==> src/rtl/serial_matmul_cmdq.sv <==
// serial_matmul_cmdq: command FIFO between the processor and serial_matmul, dropping foreign opcodes.
// Optional build macro SERIAL_MATMUL_CMDQ_BYPASS_EN: empty-queue commands flow straight through to deq_*.
module serial_matmul_cmdq #(
  parameter int         DEPTH    = 4,
  parameter logic [6:0] OPCODE   = 7'h0B,
  parameter int         CNT_BITS = 8
) (
  input  logic                       clk,
  input  logic                       reset,
  input  logic                       cmd_valid_i,
  output logic                       cmd_ready_o,
  input  logic [63:0]                cmd_rs1_i,
  input  logic [6:0]                 cmd_inst_funct_i,
  input  logic [6:0]                 cmd_inst_opcode_i,
  output logic                       deq_valid_o,
  input  logic                       deq_ready_i,
  output logic [63:0]                deq_rs1_o,
  output logic [6:0]                 deq_funct_o,
  output logic [6:0]                 deq_opcode_o,
  output logic [$clog2(DEPTH):0]     count_o,
  output logic [CNT_BITS-1:0]        drop_cnt_o
);
  localparam int PW = $clog2(DEPTH);
  localparam int CW = PW + 1;

  // Entries hold {funct, rs1}; the opcode is implied since only OPCODE is ever stored.
  logic [70:0]         mem_q [DEPTH];
  logic [PW-1:0]       wr_ptr_q, wr_ptr_d, rd_ptr_q, rd_ptr_d;
  logic [CW-1:0]       count_q, count_d;
  logic [CNT_BITS-1:0] drop_q, drop_d;
  logic [70:0]         head;
  logic                match, enq_fire, empty, byp_valid, byp_fire, wr_en, rd_en;

  assign head        = mem_q[rd_ptr_q];
  assign cmd_ready_o = count_q != CW'(DEPTH);
  assign count_o     = count_q;
  assign drop_cnt_o  = drop_q;

  // Handshake decode, dequeue view (queue head or bypass) and next-state computation.
  always_comb begin
    match     = cmd_inst_opcode_i == OPCODE;
    enq_fire  = cmd_valid_i & cmd_ready_o;
    empty     = count_q == '0;
`ifdef SERIAL_MATMUL_CMDQ_BYPASS_EN
    byp_valid = empty & cmd_valid_i & match;
`else
    byp_valid = 1'b0;
`endif
    deq_valid_o  = !empty | byp_valid;
    deq_rs1_o    = !empty ? head[63:0] : byp_valid ? cmd_rs1_i : 64'd0;
    deq_funct_o  = !empty ? head[70:64] : byp_valid ? cmd_inst_funct_i : 7'd0;
    deq_opcode_o = deq_valid_o ? OPCODE : 7'd0;
    byp_fire  = byp_valid & deq_ready_i;
    wr_en     = enq_fire & match & !byp_fire;
    rd_en     = !empty & deq_ready_i;
    wr_ptr_d  = wr_en ? wr_ptr_q + PW'(1) : wr_ptr_q;
    rd_ptr_d  = rd_en ? rd_ptr_q + PW'(1) : rd_ptr_q;
    count_d   = count_q + CW'(wr_en) - CW'(rd_en);
    drop_d    = (enq_fire & !match & (drop_q != '1)) ? drop_q + CNT_BITS'(1) : drop_q;
  end

  // Control state; async active-low reset discards everything in flight.
  always_ff @(posedge clk or negedge reset) begin
    if (!reset) begin
      wr_ptr_q <= '0;
      rd_ptr_q <= '0;
      count_q  <= '0;
      drop_q   <= '0;
    end else begin
      wr_ptr_q <= wr_ptr_d;
      rd_ptr_q <= rd_ptr_d;
      count_q  <= count_d;
      drop_q   <= drop_d;
    end
  end

  // Storage array, deliberately not reset.
  always_ff @(posedge clk) begin
    if (wr_en) mem_q[wr_ptr_q] <= {cmd_inst_funct_i, cmd_rs1_i};
  end
endmodule

==> config.mk <==
export PLATFORM = sky130hd
export DESIGN_NAME = serial_matmul_cmdq
export DESIGN_NICKNAME = d
export VERILOG_FILES = /design/src/rtl/serial_matmul_cmdq.sv
export SDC_FILE = /design/constraint.sdc
export NUM_CORES = 1
export LEC_CHECK = 0
export ABC_AREA = 1
export CORE_ASPECT_RATIO = 1.75
export CORE_MARGIN = 4
export CORE_UTILIZATION = 39
export DETAILED_ROUTE_END_ITERATION = 12
export PLACE_DENSITY_LB_ADDON = 0.3
export SKIP_LAST_GASP = 1
export SLEW_MARGIN = 10
export SYNTH_ARGS = -nofsm -noshare
export SYNTH_HDL_FRONTEND = slang
export SYNTH_SLANG_ARGS = --single-unit
==> constraint.sdc <==
create_clock -name clk -period 6.35 [get_ports clk]
set_clock_uncertainty 0.1 [all_clocks]
set_input_delay 1.27 -clock clk [delete_from_list [all_inputs] [get_ports clk]]
set_output_delay 1.27 -clock clk [all_outputs]
set_load 0.01 [all_outputs]
==> results.py, run 1 <==
metrics = {
    "route": {
        "wire_per_inst_um": 17.7,
        "drc_errors": 0,
        "drtAntennaViolNets": 0,
        "firstDrtPassIters": 4,
        "vias": 7638,
        "drt_iter0_drc": 512,
        "via_per_inst": 4.99,
        "wl_um": 27000,
    },
    "logic_synthesis": {
        "synth_area_um2": 12000,
        "synth_largest_area_cell": "edfxtp_1",
        "yosysSeqAreaShare_pct": 74.3,
        "synth.avg_cell_area_um2": 12.3,
        "synth_cells": 970,
        "synth_edf_count": 284,
        "synth-seq-cells": 299,
        "async_flop_share_pct": 5.02,
        "yosysWarnings": 0,
        "ys_types": 27,
        "synth.area.top_cells": "edfxtp_1, nor2_1, o21ai_0",
        "ys.flop_type": "edfxtp_1",
        "synth.top_cell.area_share_pct": 71.2,
        "yosysMostFrequentCell": "nor2_1",
        "synth_commonest_cells": "nor2_1, edfxtp_1, o21ai_0",
    },
    "clocking": {
        "cts_hold_buf": 0,
        "cts_buffer_depth": 3,
        "ctsResizeCount": 0,
        "cts-buffers-inserted": 27,
        "cts_setup_buffers": 0,
        "clock_latency_ns": 0.53,
        "clock-sinks": 299,
        "cts.clk_slew.worst_paths_ns": 0.06,
        "cts_tree": "yes",
        "htree_levels": 1,
        "clock-root-buffer": "clkbuf_16",
    },
    "placed_design": {
        "dp.cells": 1479,
        "place_area_um2": 13900,
        "globalplace.congestion": 0.758,
        "dp_hpwl_um": 15800,
        "numPortBuffers": 168,
        "pre_cts_slack_ns": 1.72,
    },
    "run_status": {
        "outcome": "finished, final reports clean",
    },
    "hold_path": {
        "min_path_type": "reg -> reg",
    },
    "worst_setup_path": {
        "crit_arrival_ns": 3.72,
        "regToRegEndpoint": "mem_q[1][52]",
        "cp-startpoint": "rd_ptr_q[1]",
        "path_depth": 6,
        "crit_buf_inv": 3,
        "cp-end-kind": "output port",
        "critical_path.top_delay_family": "buffers and inverters",
        "crit_type": "reg -> out",
        "endpoint": "deq_rs1_o[48]",
        "r2r_setup_slack_ns": 3.55,
        "setup.worst_path.start_class": "register",
        "max_stage_delay_ns": 1.07,
        "crit_fanout": 73,
        "r2r_start": "count_o[1]",
        "required_ns": 4.98,
        "reg2reg_depth": 5,
        "cp_cell_sequence": "inv_2, buf_4, nor2_1, o21ai_0, a21oi_1, clkdlybuf4s50_1",
        "critPathSlowestCell": "dfrtp_4",
    },
    "run": {
        "maxCapViolCount": 0,
    },
    "global_routing": {
        "grt_remaining_overflow": 0,
        "grt_pass1_wl_um": 41000,
        "grt_max_degree": 100,
        "antenna_found_initial": 4,
        "grt_usage_pct": 15.5,
        "grt_pass1_vias": 7364,
    },
    "floorplan": {
        "initial_core_util_pct": 39.7,
        "rows": 84,
        "fp.dieH_um": 240,
        "die_area_um2": 33700,
        "core_area_um2": 30200,
        "ioPinCount": 173,
        "fp.dieW_um": 140,
    },
    "power_and_ir_drop": {
        "leakage_uw": 0.00502,
        "p_per_area_nw_per_um2": 426,
        "peakVddDrop_mv": 0.275,
    },
    "timing": {
        "relSlewSlack_pct": 29.1,
        "setup_violations": 0,
        "min_period_ns": 5.09,
        "fin_setup_tns_ns": 0,
        "timing.final.crit_share_pct": 80.2,
        "rsz0062_at_grt": "no",
        "worst_pin_slew_ns": 1.06,
        "hold_viol": 0,
        "drv_slew": 0,
        "fin_ws_ns": 1.26,
        "clock.fmax_mhz": 196,
    },
    "cells_and_area": {
        "finalNonFillerCells": 1530,
        "drive_above_1_share_pct": 5.78,
        "syn2layout_area_growth_pct": 23.4,
        "layout.nets": 1211,
        "design_area_um2": 14800,
    },
}
==> cells in the final DEF (no fill, tap or decap), types with 2 or more instances in the layout <==
cell and count:
clkbuf_1 6, o21ai_1 30, xnor2_1 2, a21oi_1 71, buf_4 9, inv_2 2, nor2_1 292, nand4_1 2
clkinv_2 9, nand3b_1 2, dfrtp_4 2, clkinv_1 2, clkbuf_8 2, nand2_1 48, buf_12 2, clkdlybuf4s50_1 168
ha_1 7, clkbuf_16 27, nand3_1 2, conb_1 4, edfxtp_1 284, xor2_1 4, o21ai_0 114, diode_2 2
dfrtp_1 13, nand3_2 2, inv_1 23, nor2_4 5
==> report_power, final <==
group	switching (uW)	internal, uW
combinational	1260	1130
sequential	184	2190
clock	678	850
total	2120	4170
==> cells by family (layout without fill, tap and decap cells) <==
group                      count (synthesis)  after routing  synth area share, %
buffers and inverters                     86            254                 3.82
AOI/OAI and AO/OA                        216            216                 9.06
other                                      1              6               0.0313
xor gates and xnor gates                   6              6                0.439
adders and majority gates                  8              8                0.898
DFF                                      299            299                 74.3
and+or+nand+nor                          354            354                 11.4
==> state kept, by name, indices dropped and copies added, names as in the netlist <==
name        flops
mem_q         284
drop_cnt_o      8
count_o         3
rd_ptr_q        2
wr_ptr_q        2
==> final cells by class <==
class / instances / area (um^2)
diodes: 2 / 5.00
clock buffers: 35 / 726
clock inverters: 14 / 103
fillers: 2606 / 15400
inverters: 26 / 100
multi-input cells: 588 / 2660
flip-flops and latches: 299 / 8910
well taps: 387 / 484
repair buffers: 179 / 1790
==> worst reg2reg max path, cell delays in order (launching register included) <==
cell and delay [ns]:
dfrtp_1 0.44, nor2_1 0.11, a21oi_2 0.25, nand3_2 0.30
nor2_4 0.74, buf_4 0.48
==> layer usage <==
layer	up-vias	GRT usage [%]	wire length [um]
met4	4	4.79	609
met5	-	0	27
met1	3723	18.1	10400
li1	3678	-	-
met3	40	3.74	1750
met2	193	28.0	14300
==> through the flow <==
step | total power, uW | util, % | hold WS [ns]
after CTS | 6390 | 49.0 | 0.442
after detailed placement | 4860 | 46.2 | 0.422
after global placement | 4830 | 46.2 | 0.418
after global routing | 6680 | 49.0 | 0.475
final | 6290 | 49.0 | 0.437
after floorplan | 3690 | - | 0.397
==> how the worst min path moves through the flow <==
stage,start,endpoint,cells past startpoint
floorplan,wr_ptr_q[0],wr_ptr_q[0],2
global placement,wr_ptr_q[0],wr_ptr_q[0],2
detailed placement,drop_cnt_o[3],drop_cnt_o[3],2
CTS,drop_cnt_o[3],drop_cnt_o[3],2
global route,drop_cnt_o[3],drop_cnt_o[3],2
finish,drop_cnt_o[3],drop_cnt_o[3],2
No activity file was read; power rests on OpenSTA's default activity.
==> run 2: changes to the inputs <==
Clock period 6.35 ns to 4.4 ns, I/O delays scaled along.
==> results.py, run 2 (synthesis gave the netlist of run 1 again) <==
metrics = {
    "floorplan": {
        "initial_core_util_pct": 39.7,
        "fp.dieH_um": 240,
        "ioPinCount": 173,
        "die_area_um2": 33700,
        "fp.dieW_um": 140,
        "rows": 84,
        "core_area_um2": 30200,
    },
    "route": {
        "drc_errors": 0,
        "drt_iter0_drc": 512,
        "vias": 7660,
        "drtAntennaViolNets": 0,
        "firstDrtPassIters": 5,
        "wl_um": 27800,
        "via_per_inst": 4.99,
        "wire_per_inst_um": 18.1,
    },
    "cells_and_area": {
        "layout.nets": 1217,
        "design_area_um2": 14800,
        "n_fill_cell": 2638,
        "largest-register": "mem_q",
        "most-common-layout-cells": "nor2_1, edfxtp_1, clkdlybuf4s50_1",
        "syn2layout_area_growth_pct": 23.8,
        "final_common_cell": "nor2_1",
        "drive_above_1_share_pct": 6.02,
        "finalNonFillerCells": 1536,
        "largest_reg_flops": 284,
    },
    "global_routing": {
        "grt_pass1_vias": 7794,
        "grt_pass1_wl_um": 42400,
        "grt_usage_pct": 16.0,
        "grt_remaining_overflow": 0,
        "grt_max_degree": 84,
        "antenna_found_initial": 4,
    },
    "power_and_ir_drop": {
        "peakVddDrop_mv": 0.449,
        "leakage_uw": 0.00503,
        "p_total_uw": 9150,
        "p_per_area_nw_per_um2": 617,
    },
    "worst_setup_path": {
        "max_stage_delay_ns": 0.60,
        "critical_path.top_delay_family": "buffers and inverters",
        "cp-end-kind": "output port",
        "crit_type": "reg -> out",
        "setup.worst_path.start_class": "register",
        "critPathSlowestCell": "inv_2",
        "crit_fanout": 40,
        "cp_cell_sequence": "nor2_1, nand2_1, inv_2, buf_12, a21oi_1, clkdlybuf4s50_1",
        "crit_buf_inv": 3,
        "required_ns": 3.42,
        "crit_arrival_ns": 2.91,
    },
    "clocking": {
        "cts_setup_buffers": 0,
        "cts_tree": "yes",
        "cts_hold_buf": 0,
        "clock-sinks": 299,
        "ctsResizeCount": 0,
        "cts-buffers-inserted": 27,
        "clock_latency_ns": 0.53,
        "htree_levels": 1,
        "clock-root-buffer": "clkbuf_16",
        "cts_buffer_depth": 3,
        "cts.clk_slew.worst_paths_ns": 0.07,
    },
    "run": {
        "maxCapViolCount": 0,
    },
    "placed_design": {
        "dp_hpwl_um": 16900,
        "numPortBuffers": 168,
        "place_area_um2": 14000,
        "globalplace.congestion": 0.780,
        "dp.cells": 1485,
    },
    "timing": {
        "rsz0062_at_grt": "no",
        "timing.final.crit_share_pct": 88.4,
        "clock.fmax_mhz": 257,
        "worst_pin_slew_ns": 0.899,
        "setup_violations": 0,
        "relSlewSlack_pct": 39.9,
        "hold_viol": 0,
        "min_period_ns": 3.89,
        "fin_setup_tns_ns": 0,
        "drv_slew": 0,
    },
    "hold_path": {
        "min_path_type": "reg -> reg",
    },
    "run_status": {
        "outcome": "finished, final reports clean",
    },
}
run 2: worst min-delay path, delay by kind of cell (launching register included):
kind,cells,cell delay (ns)
DFF,1,0.40
and+or+nand+nor,2,0.12
run 2: worst paths after layout:
kind                                  start       endpoint  slack (ns)  cells after the start
worst max-delay path             count_o[1]  deq_rs1_o[51]        0.51                      6
max in group asynchronous             reset    rd_ptr_q[0]        2.78                      1
worst max register to register   count_o[1]     count_o[1]        1.92                      9
worst min register to register  wr_ptr_q[0]    wr_ptr_q[0]        0.45                      2
min in group asynchronous             reset  drop_cnt_o[6]        0.76                      1
worst min-delay path            wr_ptr_q[0]    wr_ptr_q[0]        0.45                      2
run 2: metal layers:
layer	global-route usage, %	part of all wire, %	up-vias
met5	0	0.097	-
met4	5.17	2.2	4
met3	3.48	6.2	40
met2	29.1	52	215
met1	18.9	40	3722
li1	-	-	3679
run 2: layout make-up:
cell class	count	area, um^2	share of cell area [%]
Tap cell	387	484	3.27
Clock inverter	16	110	0.743
Multi-Input combinational cell	588	2660	17.9
Sequential cell	299	8910	60.1
Clock buffer	33	698	4.71
Timing Repair Buffer	185	1860	12.5
Antenna cell	2	5.00	0.0338
Inverter	26	100	0.675
run 2: report_power, final:
group / total, uW / switching [uW] / internal (uW)
Clock: 2170 / 980 / 1190
Combinational: 3670 / 1970 / 1690
Sequential: 3310 / 142 / 3170
run 2: stage by stage:
| stage | utilization [%] | hold WS (ns) | worst slack (ns) |
|---|---|---|---|
| floorplan | - | 0.397 | -0.487 |
| global placement | 46.4 | 0.418 | 1.13 |
| detailed placement | 46.4 | 0.432 | 1.05 |
| CTS | 49.1 | 0.448 | 0.457 |
| global route | 49.1 | 0.476 | 0.312 |
| finish | 49.1 | 0.447 | 0.509 |
==> run 3: changes to the inputs <==
Settings changed: CAP_MARGIN from default to 20.
Clock period 4.4 ns to 4.05 ns, I/O delays scaled along.
==> results.py, run 3 (synthesis gave the netlist of run 1 again) <==
metrics = {
    "run_status": {
        "outcome": "finished, final reports clean",
    },
    "cells_and_area": {
        "final_common_cell": "nor2_1",
        "most-common-layout-cells": "nor2_1, edfxtp_1, clkdlybuf4s50_1",
        "largest-register": "mem_q",
        "layout.nets": 1219,
        "n_fill_cell": 2604,
        "design_area_um2": 14900,
        "largest_reg_flops": 284,
        "drive_above_1_share_pct": 6.01,
        "syn2layout_area_growth_pct": 24.4,
    },
    "worst_setup_path": {
        "critPathSlowestCell": "dfrtp_4",
        "cp-end-kind": "output port",
        "required_ns": 3.14,
        "crit_arrival_ns": 2.74,
        "crit_fanout": 44,
        "crit_type": "reg -> out",
        "max_stage_delay_ns": 0.64,
        "cp_cell_sequence": "inv_4, buf_12, o21ai_0, a21oi_1, clkdlybuf4s50_1",
        "setup.worst_path.start_class": "register",
    },
    "clocking": {
        "clock-sinks": 299,
        "ctsResizeCount": 0,
        "cts_tree": "yes",
        "cts.clk_slew.worst_paths_ns": 0.06,
        "clock-root-buffer": "clkbuf_16",
        "cts_buffer_depth": 3,
        "cts-buffers-inserted": 26,
        "htree_levels": 1,
        "cts_setup_buffers": 0,
        "clock_latency_ns": 0.53,
        "cts_hold_buf": 0,
    },
    "floorplan": {
        "core_area_um2": 30200,
        "rows": 84,
        "ioPinCount": 173,
        "initial_core_util_pct": 39.7,
        "fp.dieW_um": 140,
        "fp.dieH_um": 240,
        "die_area_um2": 33700,
    },
    "timing": {
        "rsz0062_at_grt": "no",
        "relSlewSlack_pct": 49.9,
        "worst_pin_slew_ns": 0.749,
        "timing.final.crit_share_pct": 90.0,
        "fin_setup_tns_ns": 0,
        "setup_violations": 0,
        "drv_slew": 0,
        "hold_viol": 0,
        "min_period_ns": 3.65,
        "clock.fmax_mhz": 274,
    },
    "power_and_ir_drop": {
        "leakage_uw": 0.00506,
        "p_per_area_nw_per_um2": 665,
        "peakVddDrop_mv": 0.441,
        "seqPwrFrac_pct": 35.9,
        "internal_power_uw": 6620,
        "p_comb_share_pct": 40.7,
        "p_sw_uw": 3290,
        "swShare_pct": 33.2,
        "power_frac_clock_pct": 23.4,
    },
    "global_routing": {
        "grt_pass1_vias": 7749,
        "grt_usage_pct": 15.8,
        "grt_pass1_wl_um": 41800,
        "grt_max_degree": 79,
        "antenna_found_initial": 2,
        "grt_remaining_overflow": 0,
    },
    "route": {
        "vias": 7619,
        "drc_errors": 0,
        "drt_iter0_drc": 359,
        "drtAntennaViolNets": 0,
        "wire_per_inst_um": 17.4,
        "via_per_inst": 4.96,
        "firstDrtPassIters": 4,
        "wl_um": 26800,
    },
    "hold_path": {
        "min_path_type": "reg -> reg",
    },
    "run": {
        "maxCapViolCount": 0,
    },
    "placed_design": {
        "dp_hpwl_um": 15700,
        "numPortBuffers": 168,
        "globalplace.congestion": 0.759,
        "place_area_um2": 14100,
    },
}
## run 3: cell types whose count changed in the layout (fill, tap and decap cells not counted)
cell / previous run / this run
clkinvlp_4: 3 / 1
bufinv_16: 1 / 0
diode_2: 2 / 1
clkbuf_1: 6 / 12
buf_12: 4 / 9
clkinv_2: 6 / 2
buf_4: 13 / 11
clkinv_1: 5 / 1
clkbuf_8: 0 / 4
## run 3: area by class of cell
cell class	instances	area, um^2	area share, %
clock buffers	43	776	5.20
repair buffers	188	1940	13.0
well taps	387	484	3.25
flip-flops and latches	299	8910	59.8
diodes	1	2.50	0.0168
inverters	26	100	0.672
clock inverters	5	30.0	0.201
multi-input cells	588	2660	17.8
## run 3: path summary, 6_finish.rpt
path                             startpoint            to  slack, ns  cells after the start
worst min-delay path             count_o[0]    count_o[0]       0.45                      1
worst max-delay path            rd_ptr_q[0]  deq_rs1_o[2]       0.40                      5
worst min register to register   count_o[0]    count_o[0]       0.45                      1
min in group asynchronous             reset   rd_ptr_q[1]       0.62                      1
max in group asynchronous             reset   rd_ptr_q[0]       2.68                      1
worst max register to register   count_o[1]    count_o[2]       1.62                      9
## run 3: worst max-delay path: cells and delay by family (launching register included)
kind	cells	cell delay, ns
buffers and inverters	3	1.18
DFF	1	0.64
AOI/OAI and AO/OA	2	0.38
## run 3: power by group through the flow
stage	clock [uW]	sequential, uW	combinational (uW)
after floorplan	0	3570	2220
after global placement	0	3630	4070
after detailed placement	0	3630	4110
after CTS	2390	3560	4130
after global routing	2520	3570	4490
final	2320	3560	4030
## run 3: per-stage QoR
stage / instances / setup WS (ns) / utilization (%) / hold slack (ns) / power [uW]
2_1_floorplan: 973 / -0.767 / - / 0.397 / 5790
3_3_place_gp: 1488 / 0.920 / 46.7 / 0.423 / 7700
3_5_place_dp: 1488 / 0.914 / 46.7 / 0.431 / 7730
4_1_cts: 1536 / 0.332 / 49.4 / 0.446 / 10100
5_1_grt: 1537 / 0.250 / 49.4 / 0.494 / 10600
6_report: 1537 / 0.403 / 49.4 / 0.452 / 9910
## run 3: per-layer routing
layer / wire [um] / global-route usage (%)
met5: 14 / 0
met4: 718 / 5.41
met3: 1490 / 3.30
met2: 14400 / 29.3
met1: 10200 / 18.1
